<file path="config.mk">
export PLATFORM = sky130hd
export DESIGN_NAME = spi_regbank_rw
export DESIGN_NICKNAME = d
export VERILOG_FILES = /design/src/rtl/spi_regbank_rw.sv
export SDC_FILE = /design/constraint.sdc
export NUM_CORES = 1
export LEC_CHECK = 0
export ABC_AREA = 1
export CORE_ASPECT_RATIO = 0.8
export CORE_MARGIN = 1.5
export CORE_UTILIZATION = 58
export DETAILED_ROUTE_END_ITERATION = 6
export PLACE_DENSITY = 0.85
export SLEW_MARGIN = 20
export SYNTH_ARGS = -nofsm -noshare
export SYNTH_HDL_FRONTEND = slang
export SYNTH_SLANG_ARGS = --single-unit
</file>
<file path="constraint.sdc">
create_clock -name CLK -period 2.9 [get_ports CLK]
set_input_delay 0.58 -clock CLK [delete_from_list [all_inputs] [get_ports CLK]]
set_output_delay 0.58 -clock CLK [all_outputs]
set_load 0.02 [all_outputs]
</file>
<file path="src/rtl/spi_regbank_rw.sv">
// -----------------------------------------------------------------------------
// spi_regbank_rw
//   SPI slave (mode 0, MSB first) with an integrated register bank, fully in
//   the CLK domain. CSX/SCLK/SDI are oversampled; a frame is
//   {RW, ADDR[ADDR_W], DATA[DATA_W]}. Writes commit only when CSX rises after
//   exactly FRAME_BITS bits; reads stream reg[addr] on SDO during the data
//   phase. Malformed frames pulse FRAME_ERR and leave the bank untouched.
//
// Ports
//   CLK, RSTX        system clock, async active-low reset
//   CSX, SCLK, SDI   SPI pins (asynchronous to CLK)
//   SDO, SDO_OE      read data out and pad output enable
//   WEN/WADDR/WDATA  one-cycle write strobe, last written address/data
//   FRAME_ERR        one-cycle pulse on a discarded frame
//   REGS             flat register bus, reg k at [k*DATA_W +: DATA_W]
// -----------------------------------------------------------------------------
module spi_regbank_rw #(
   parameter int               ADDR_W  = 8,
   parameter int               DATA_W  = 8,
   parameter int               NREG    = 4,
   parameter logic [DATA_W-1:0] RST_VAL = '0
) (
   input  logic                   CLK,
   input  logic                   RSTX,
   input  logic                   CSX,
   input  logic                   SCLK,
   input  logic                   SDI,
   output logic                   SDO,
   output logic                   SDO_OE,
   output logic                   WEN,
   output logic [ADDR_W-1:0]      WADDR,
   output logic [DATA_W-1:0]      WDATA,
   output logic                   FRAME_ERR,
   output logic [NREG*DATA_W-1:0] REGS
);

   localparam int FRAME_BITS = 1 + ADDR_W + DATA_W;
   localparam int CMD_BITS   = 1 + ADDR_W;
   localparam int CNT_W      = $clog2(FRAME_BITS + 2);
   localparam int STAGES     = 2;

   localparam logic [CNT_W-1:0] CNT_CMD  = CNT_W'(CMD_BITS);
   localparam logic [CNT_W-1:0] CNT_END  = CNT_W'(FRAME_BITS);

   localparam logic [1:0] ST_IDLE = 2'd0;
   localparam logic [1:0] ST_CMD  = 2'd1;
   localparam logic [1:0] ST_DATA = 2'd2;
   localparam logic [1:0] ST_OVER = 2'd3;

   // [0],[1] synchroniser, [2] delay flop for edge detection
   logic [STAGES:0] cs_s, sck_s;
   logic [1:0]      sdi_s;
   // vld_pipe[k] is set once stage k holds a real pin sample since reset
   logic [STAGES:0] vld_pipe;

   always_ff @(posedge CLK or negedge RSTX) begin
      if (!RSTX) begin
         cs_s     <= '1;
         sck_s    <= '0;
         sdi_s    <= '0;
         vld_pipe <= '0;
      end else begin
         cs_s     <= {cs_s[STAGES-1:0], CSX};
         sck_s    <= {sck_s[STAGES-1:0], SCLK};
         sdi_s    <= {sdi_s[0], SDI};
         vld_pipe <= {vld_pipe[STAGES-1:0], 1'b1};
      end
   end

   // A falling CSX only counts once the delay flop holds a real sample, so a
   // frame already running when reset is released is never picked up.
   logic cs_fall, cs_rise, sck_rise, sck_fall;
   assign cs_fall  = vld_pipe[STAGES] & cs_s[2] & ~cs_s[1];
   assign cs_rise  = ~cs_s[2] & cs_s[1];
   assign sck_rise = ~sck_s[2] & sck_s[1];
   assign sck_fall = sck_s[2] & ~sck_s[1];

   logic                        in_frame;
   logic [CNT_W-1:0]            cnt;
   logic [FRAME_BITS-1:0]       sr;
   logic [DATA_W-1:0]           osr;
   logic                        sdo_oe;
   logic [NREG-1:0][DATA_W-1:0] regs;
   logic [1:0]                  state;

   always_comb begin
      state = ST_IDLE;
      if (in_frame) begin
         if (cnt < CNT_CMD)       state = ST_CMD;
         else if (cnt <= CNT_END) state = ST_DATA;
         else                     state = ST_OVER;
      end
   end

   // Fields of a complete frame, valid when cnt == FRAME_BITS
   logic              rw_f;
   logic [ADDR_W-1:0] addr_f;
   logic [DATA_W-1:0] data_f;
   logic              addr_ok;
   assign rw_f    = sr[FRAME_BITS-1];
   assign addr_f  = sr[DATA_W +: ADDR_W];
   assign data_f  = sr[DATA_W-1:0];
   assign addr_ok = int'(addr_f) < NREG;

   // Read mux on the address just shifted in (cnt == CMD_BITS); unimplemented
   // addresses read as zero.
   logic [DATA_W-1:0] rd_val;
   always_comb begin
      rd_val = '0;
      for (int k = 0; k < NREG; k++)
         if (int'(sr[ADDR_W-1:0]) == k) rd_val = regs[k];
   end

   always_ff @(posedge CLK or negedge RSTX) begin
      if (!RSTX) begin
         in_frame  <= 1'b0;
         cnt       <= '0;
         sr        <= '0;
         osr       <= '0;
         sdo_oe    <= 1'b0;
         WEN       <= 1'b0;
         FRAME_ERR <= 1'b0;
         WADDR     <= '0;
         WDATA     <= '0;
         regs      <= {NREG{RST_VAL}};
      end else begin
         WEN       <= 1'b0;
         FRAME_ERR <= 1'b0;
         if (cs_fall) begin
            in_frame <= 1'b1;
            cnt      <= '0;
            sdo_oe   <= 1'b0;
         end else if (cs_rise) begin
            in_frame <= 1'b0;
            cnt      <= '0;
            sdo_oe   <= 1'b0;
            if (in_frame) begin
               if (cnt != CNT_END) begin
                  FRAME_ERR <= 1'b1;
               end else if (!rw_f) begin
                  if (addr_ok) begin
                     for (int k = 0; k < NREG; k++)
                        if (int'(addr_f) == k) regs[k] <= data_f;
                     WEN   <= 1'b1;
                     WADDR <= addr_f;
                     WDATA <= data_f;
                  end else begin
                     FRAME_ERR <= 1'b1;
                  end
               end
            end
         end else if (in_frame) begin
            if (sck_rise && state != ST_OVER) begin
               sr  <= {sr[FRAME_BITS-2:0], sdi_s[1]};
               cnt <= cnt + CNT_W'(1);
               // this bit pushes the frame into OVER: release the pad
               if (cnt == CNT_END) sdo_oe <= 1'b0;
            end else if (sck_fall) begin
               if (cnt == CNT_CMD && sr[ADDR_W]) begin
                  osr    <= rd_val;
                  sdo_oe <= 1'b1;
               end else if (sdo_oe && cnt > CNT_CMD && cnt < CNT_END) begin
                  osr <= osr << 1;
               end
            end
         end
      end
   end

   assign SDO    = sdo_oe & osr[DATA_W-1];
   assign SDO_OE = sdo_oe;
   assign REGS   = regs;

endmodule

</file>
[Yosys cells after proc, flatten, opt, wreduce, memory -nomap -nowiden]
Cells that the tools add are included.
Cells by class
  muxes and demuxes: 34
  equality and inequality tests: 11
  $add $sub $neg: 1
  bitwise logic cells: 15
  reduce and logical (&&, ||, !) cells: 21
  order comparisons: 5
Operator list (count)
  $mux 8: 6
  $eq 8x3->1 const B: 4
  $reduce_and 7->1: 4
  $mux 1: 22
  $mux 5: 4
  $eq 8x2->1 const B: 2
  $logic_not 8->1: 2
  $reduce_and 6->1: 2
  $not 1->1: 9
  $lt 8x3->1 const B: 1
  $reduce_and 4->1: 2
  $reduce_bool 4->1: 2
  $and 1x1->1: 6
  $reduce_bool 3->1: 2
  $add 5x1->5 const B: 1
  $eq 5x4->1 const B: 1
  $eq 5x5->1 const B: 1
  $gt 5x4->1 const B: 1
  $le 5x5->1 const B: 1
  $lt 5x4->1 const B: 1
  $lt 5x5->1 const B: 1
  $ne 5x5->1 const B: 1
  $logic_and 1x1->1: 4
  $mux 2: 2
  4 further kinds: 5
Storage, ports and cells
  bits of input ports: 5
  register bits after elaboration: 93
  word-level logic and storage cells: 104

[Longest topological paths before layout]
  word-level depth: 10
  depth in mapped cells: 11
  gate-level depth less buffers: 11

[Worst setup path before layout]
Ideal clock, no wire load.
  path type: register to register
  start point: register cs_s[1]
  end point: register regs (netlist bit REGS[11])
  path slack: 1.172 ns
  required time: 2.776 ns
  arrival: 1.604 ns
  library setup time: 0.124 ns
  cell stages (with the launch flop): 9
  cells stage by stage: dfstp_2 -> inv_1 -> nor2_1 -> nand3_1 -> nor3_4 -> nand3_2 -> buf_2 -> nand2_1 -> o21ai_1
Between the ends
  word-level cells in the longest chain between the ends: 4
  elaborated cells on any way between the ends: 5
RTL lines
  start, declared: RTL line 51  | logic [STAGES:0] cs_s, sck_s;
  start signal, assigned: RTL line 63  | cs_s <= {cs_s[STAGES-1:0], CSX};
  $not 1->1: RTL line 73  | assign cs_fall = vld_pipe[STAGES] & cs_s[2] & ~cs_s[1];
  $and 1x1->1: RTL line 73
  $not 1->1 (no line)
  $reduce_and 7->1 (no line) *
  end signal, assigned: RTL line 125  | regs <= {NREG{RST_VAL}};
  end, declared: RTL line 83  | logic [NREG-1:0][DATA_W-1:0] regs;
Mark *: on every way between the ends. The rest lies on a longest branch, timed or not.
A chain may end at the register's enable or synchronous reset.

[Worst setup path in the final report]
  start point: register cnt[1]
  end point: register WDATA[4]
Between the ends
  word-level cells in the longest chain between the ends: 3
RTL lines
  start, declared: RTL line 79  | logic [CNT_W-1:0] cnt;
  start signal, assigned: RTL line 155  | cnt <= cnt + CNT_W'(1);
  $ne 5x5->1: RTL line 138  | if (cnt != CNT_END) begin
  $not 1->1 (no line)
  $reduce_and 6->1 (no line)
  end signal, assigned: RTL line 146  | WDATA <= data_f;
  end, declared: RTL line 32  | output logic [DATA_W-1:0] WDATA,
No other way between the ends.

==> run_results.csv <==
group,metric,value,unit
grt,antenna_found_initial,0,
routing,ant_nets,0,
cells_and_area,fin_nets,530,
power_and_ir_drop,peakVddDrop,433.8,uV
routing,wirelength,9.303,mm
cells_and_area,syn_to_final_growth,21.05,%
clocking,cts_root_buffer,"clkbuf_8",
logic_synthesis,yosys-top-cells-area,"dfrtp_1, nand2_1, nor2_1, o21ai_0, nand3_1",
clocking,ctsHoldBuffers,0,
clocking,cts_setup_buffers,0,
clocking,cts_resized,0,
place,portBuffers,56,
floorplan,num_rows,26,
routing,dr.pass1.iters,5,
sta,period_share,74.65,%
floorplan,start_util,61.44,%
routing,drtIter0Drc,337,
logic_synthesis,ys_seq_area_share,58.02,%
critical_path,worstPathArrival,2390,ps
logic_synthesis,synth_top_cell_by_area,"dfrtp_1",
logic_synthesis,yosysWarnings,0,
min_path,hp-class,"primary input to async pin",
sta,period_minus_slack,2165,ps
clocking,cts_tree,"done",
place,dpl.hpwl,6.489,mm
logic_synthesis,synth_top_area_share,56.06,%
sta,setup_viol,0,
logic_synthesis,yosysMostFrequentCell,"nand2_1",
floorplan,ios,57,
clocking,numCtsBuffers,9,
routing,drc,0,
grt,grt_pass1_wl,15.08,mm
place,gp_congestion,0.8545,
grt,grt_max_degree,53,
critical_path,path_class,"register to register",
logic_synthesis,async_flop_share,100.0,%
power_and_ir_drop,powerDensity,555.1,nW/um2
logic_synthesis,avgSynthCellArea,8.603,um2
sta,clock_skew,16.68,ps
sta,rsz0062_at_grt,"false",
critical_path,end_kind,"register",
cells_and_area,n_fill_cell,462,
power_and_ir_drop,leakage,0.002210,uW
cells_and_area,antenna_cells,0,
sta,final.setup.tns,0,ps
grt,grt_pass1_vias,3156,
critical_path,worstPathMaxFanout,20,
sta,slew_violations,0,
cells_and_area,drive_gt1_share,7.197,%
sta,slew_headroom,39.98,%
logic_synthesis,synth_edf_count,0,
clocking,clk_pin_slew,90,ps
floorplan,die_area,7438,um2
logic_synthesis,syn_inst,467,
logic_synthesis,synthesis.nets,474,
job,max_cap_viol_count,0,
run_status,status,"complete, no violations",
grt,grt.total_usage,26.90,%
logic_synthesis,netlist_area,4018,um2
logic_synthesis,ys_types,27,
clocking,cts.sinks,93,
routing,vias_per_cell,5.703,
sta,hold_viol,0,
cells_and_area,register_area,2331,um2
logic_synthesis,yosys_register_bits,93,
clocking,clockBufferDepth,2,
critical_path,cp-start-kind,"register",
critical_path,required,3130,ps
floorplan,core-area,6539,um2
sta,max_freq,462.0,MHz
clocking,clk_latency,370,ps
routing,avgRoutedWirePerCell,15.20,um
logic_synthesis,synthTopCellsByCount,"nand2_1, dfrtp_1, nor2_1, inv_1, o21ai_0",
routing,dr_total_vias,3490,
grt,overflow,0,
floorplan,die_w,96.05,um
sta,timing.hold.ws,226.9,ps
logic_synthesis,yosys_most_used_dff,"dfrtp_1",
sta,worstMarginPinSlew,895.4,ps
cells_and_area,multiInputGateArea,1448,um2
floorplan,die_h,77.44,um
clocking,htreeDepth,3,
==> path summary, 6_finish.rpt <==
| path | start | to | slack [ps] | cells past startpoint |
|---|---|---|---|---|
| hold reg to reg | vld_pipe[1] | vld_pipe[2] | 360 | 0 |
| setup / recovery | cnt[1] | WDATA[4] | 740 | 9 |
| setup reg to reg | cnt[1] | WDATA[4] | 740 | 9 |
| hold / removal | RSTX | osr[0] | 230 | 1 |
| min in group CLK | vld_pipe[1] | vld_pipe[2] | 360 | 0 |
| max in group asynchronous | RSTX | cs_s[2] | 1900 | 2 |
==> flip-flops by register name (all words and copies together), names as in the netlist, 3 cells and up <==
name / cells
cnt: 5
WADDR: 8
cs_s: 3
WDATA: 8
vld_pipe: 3
sr: 17
sck_s: 3
REGS: 32
osr: 8
==> metal layers <==
layer  track usage, %  wire length [um]
met1            35.99              3885
met2            42.75              4548
met3            6.373               672
met4            9.706               197
met5                0                 0
==> cells in the final DEF, fill, tap and decap left out, drive strengths merged <==
cell and n:
dfstp 3, inv 47, bufinv 2, a21oi 8
nor2 50, ha 2, dfrtp 90, o21ai 71
o21bai 1, a21boi 1, nand2 121, buf 5
clkinv 2, nor3 4, nand4 11, o31ai 2
clkdlybuf4s50 55, a31oi 1, conb 1, clkbuf 10
nand3 39, or2 2
==> critical path, cell delays in order (launching register included) <==
cell     delay (ps)
dfrtp_1         430
inv_1           100
ha_1            190
nand3_2         120
inv_2            80
nand4_1          70
nor2_1          460
inv_1           370
nand2_1         130
o21ai_0         100
==> cell type report <==
| cell class | instances | share of cell area, % |
|---|---|---|
| inverter | 45 | 3.473 |
| multi-input combinational | 314 | 29.77 |
| clock buffer | 10 | 2.624 |
| tap | 84 | 2.161 |
| sequential | 93 | 47.93 |
| timing repair buffer | 60 | 12.09 |
| clock inverter | 6 | 1.955 |
==> power breakdown <==
group          switching [uW]  total (uW)  internal (uW)
Sequential               42.4        1380           1340
Combinational             270         352           82.3
Clock                     469         966            497
==> metrics by stage <==
| step | cells | utilization [%] | instance area (um2) | total power, uW | setup WS [ps] |
|---|---|---|---|---|---|
| after detailed placement | 596 | 70.97 | 4641 | 1748 | 750.1 |
| final | 612 | 74.38 | 4863 | 2700 | 735.3 |
| after floorplan | 467 | - | 4018 | 1618 | 1172 |
| after global routing | 612 | 74.38 | 4863 | 2792 | 475.4 |
| after CTS | 612 | 74.38 | 4863 | 2698 | 731.6 |
| after global placement | 596 | 70.97 | 4641 | 1735 | 884.0 |
==> cell families (layout without fill, tap and decap cells) <==
family,count (synthesis),in the layout,share of synthesized area (%)
and+or+nand+nor,227,227,24.57
AOI/OAI and AO/OA,84,84,10.74
other,1,1,0.09334
DFF,93,93,58.02
buffers and inverters,60,121,5.948
adders and majority gates,2,2,0.6228
No activity file was read; power rests on OpenSTA's default activity.
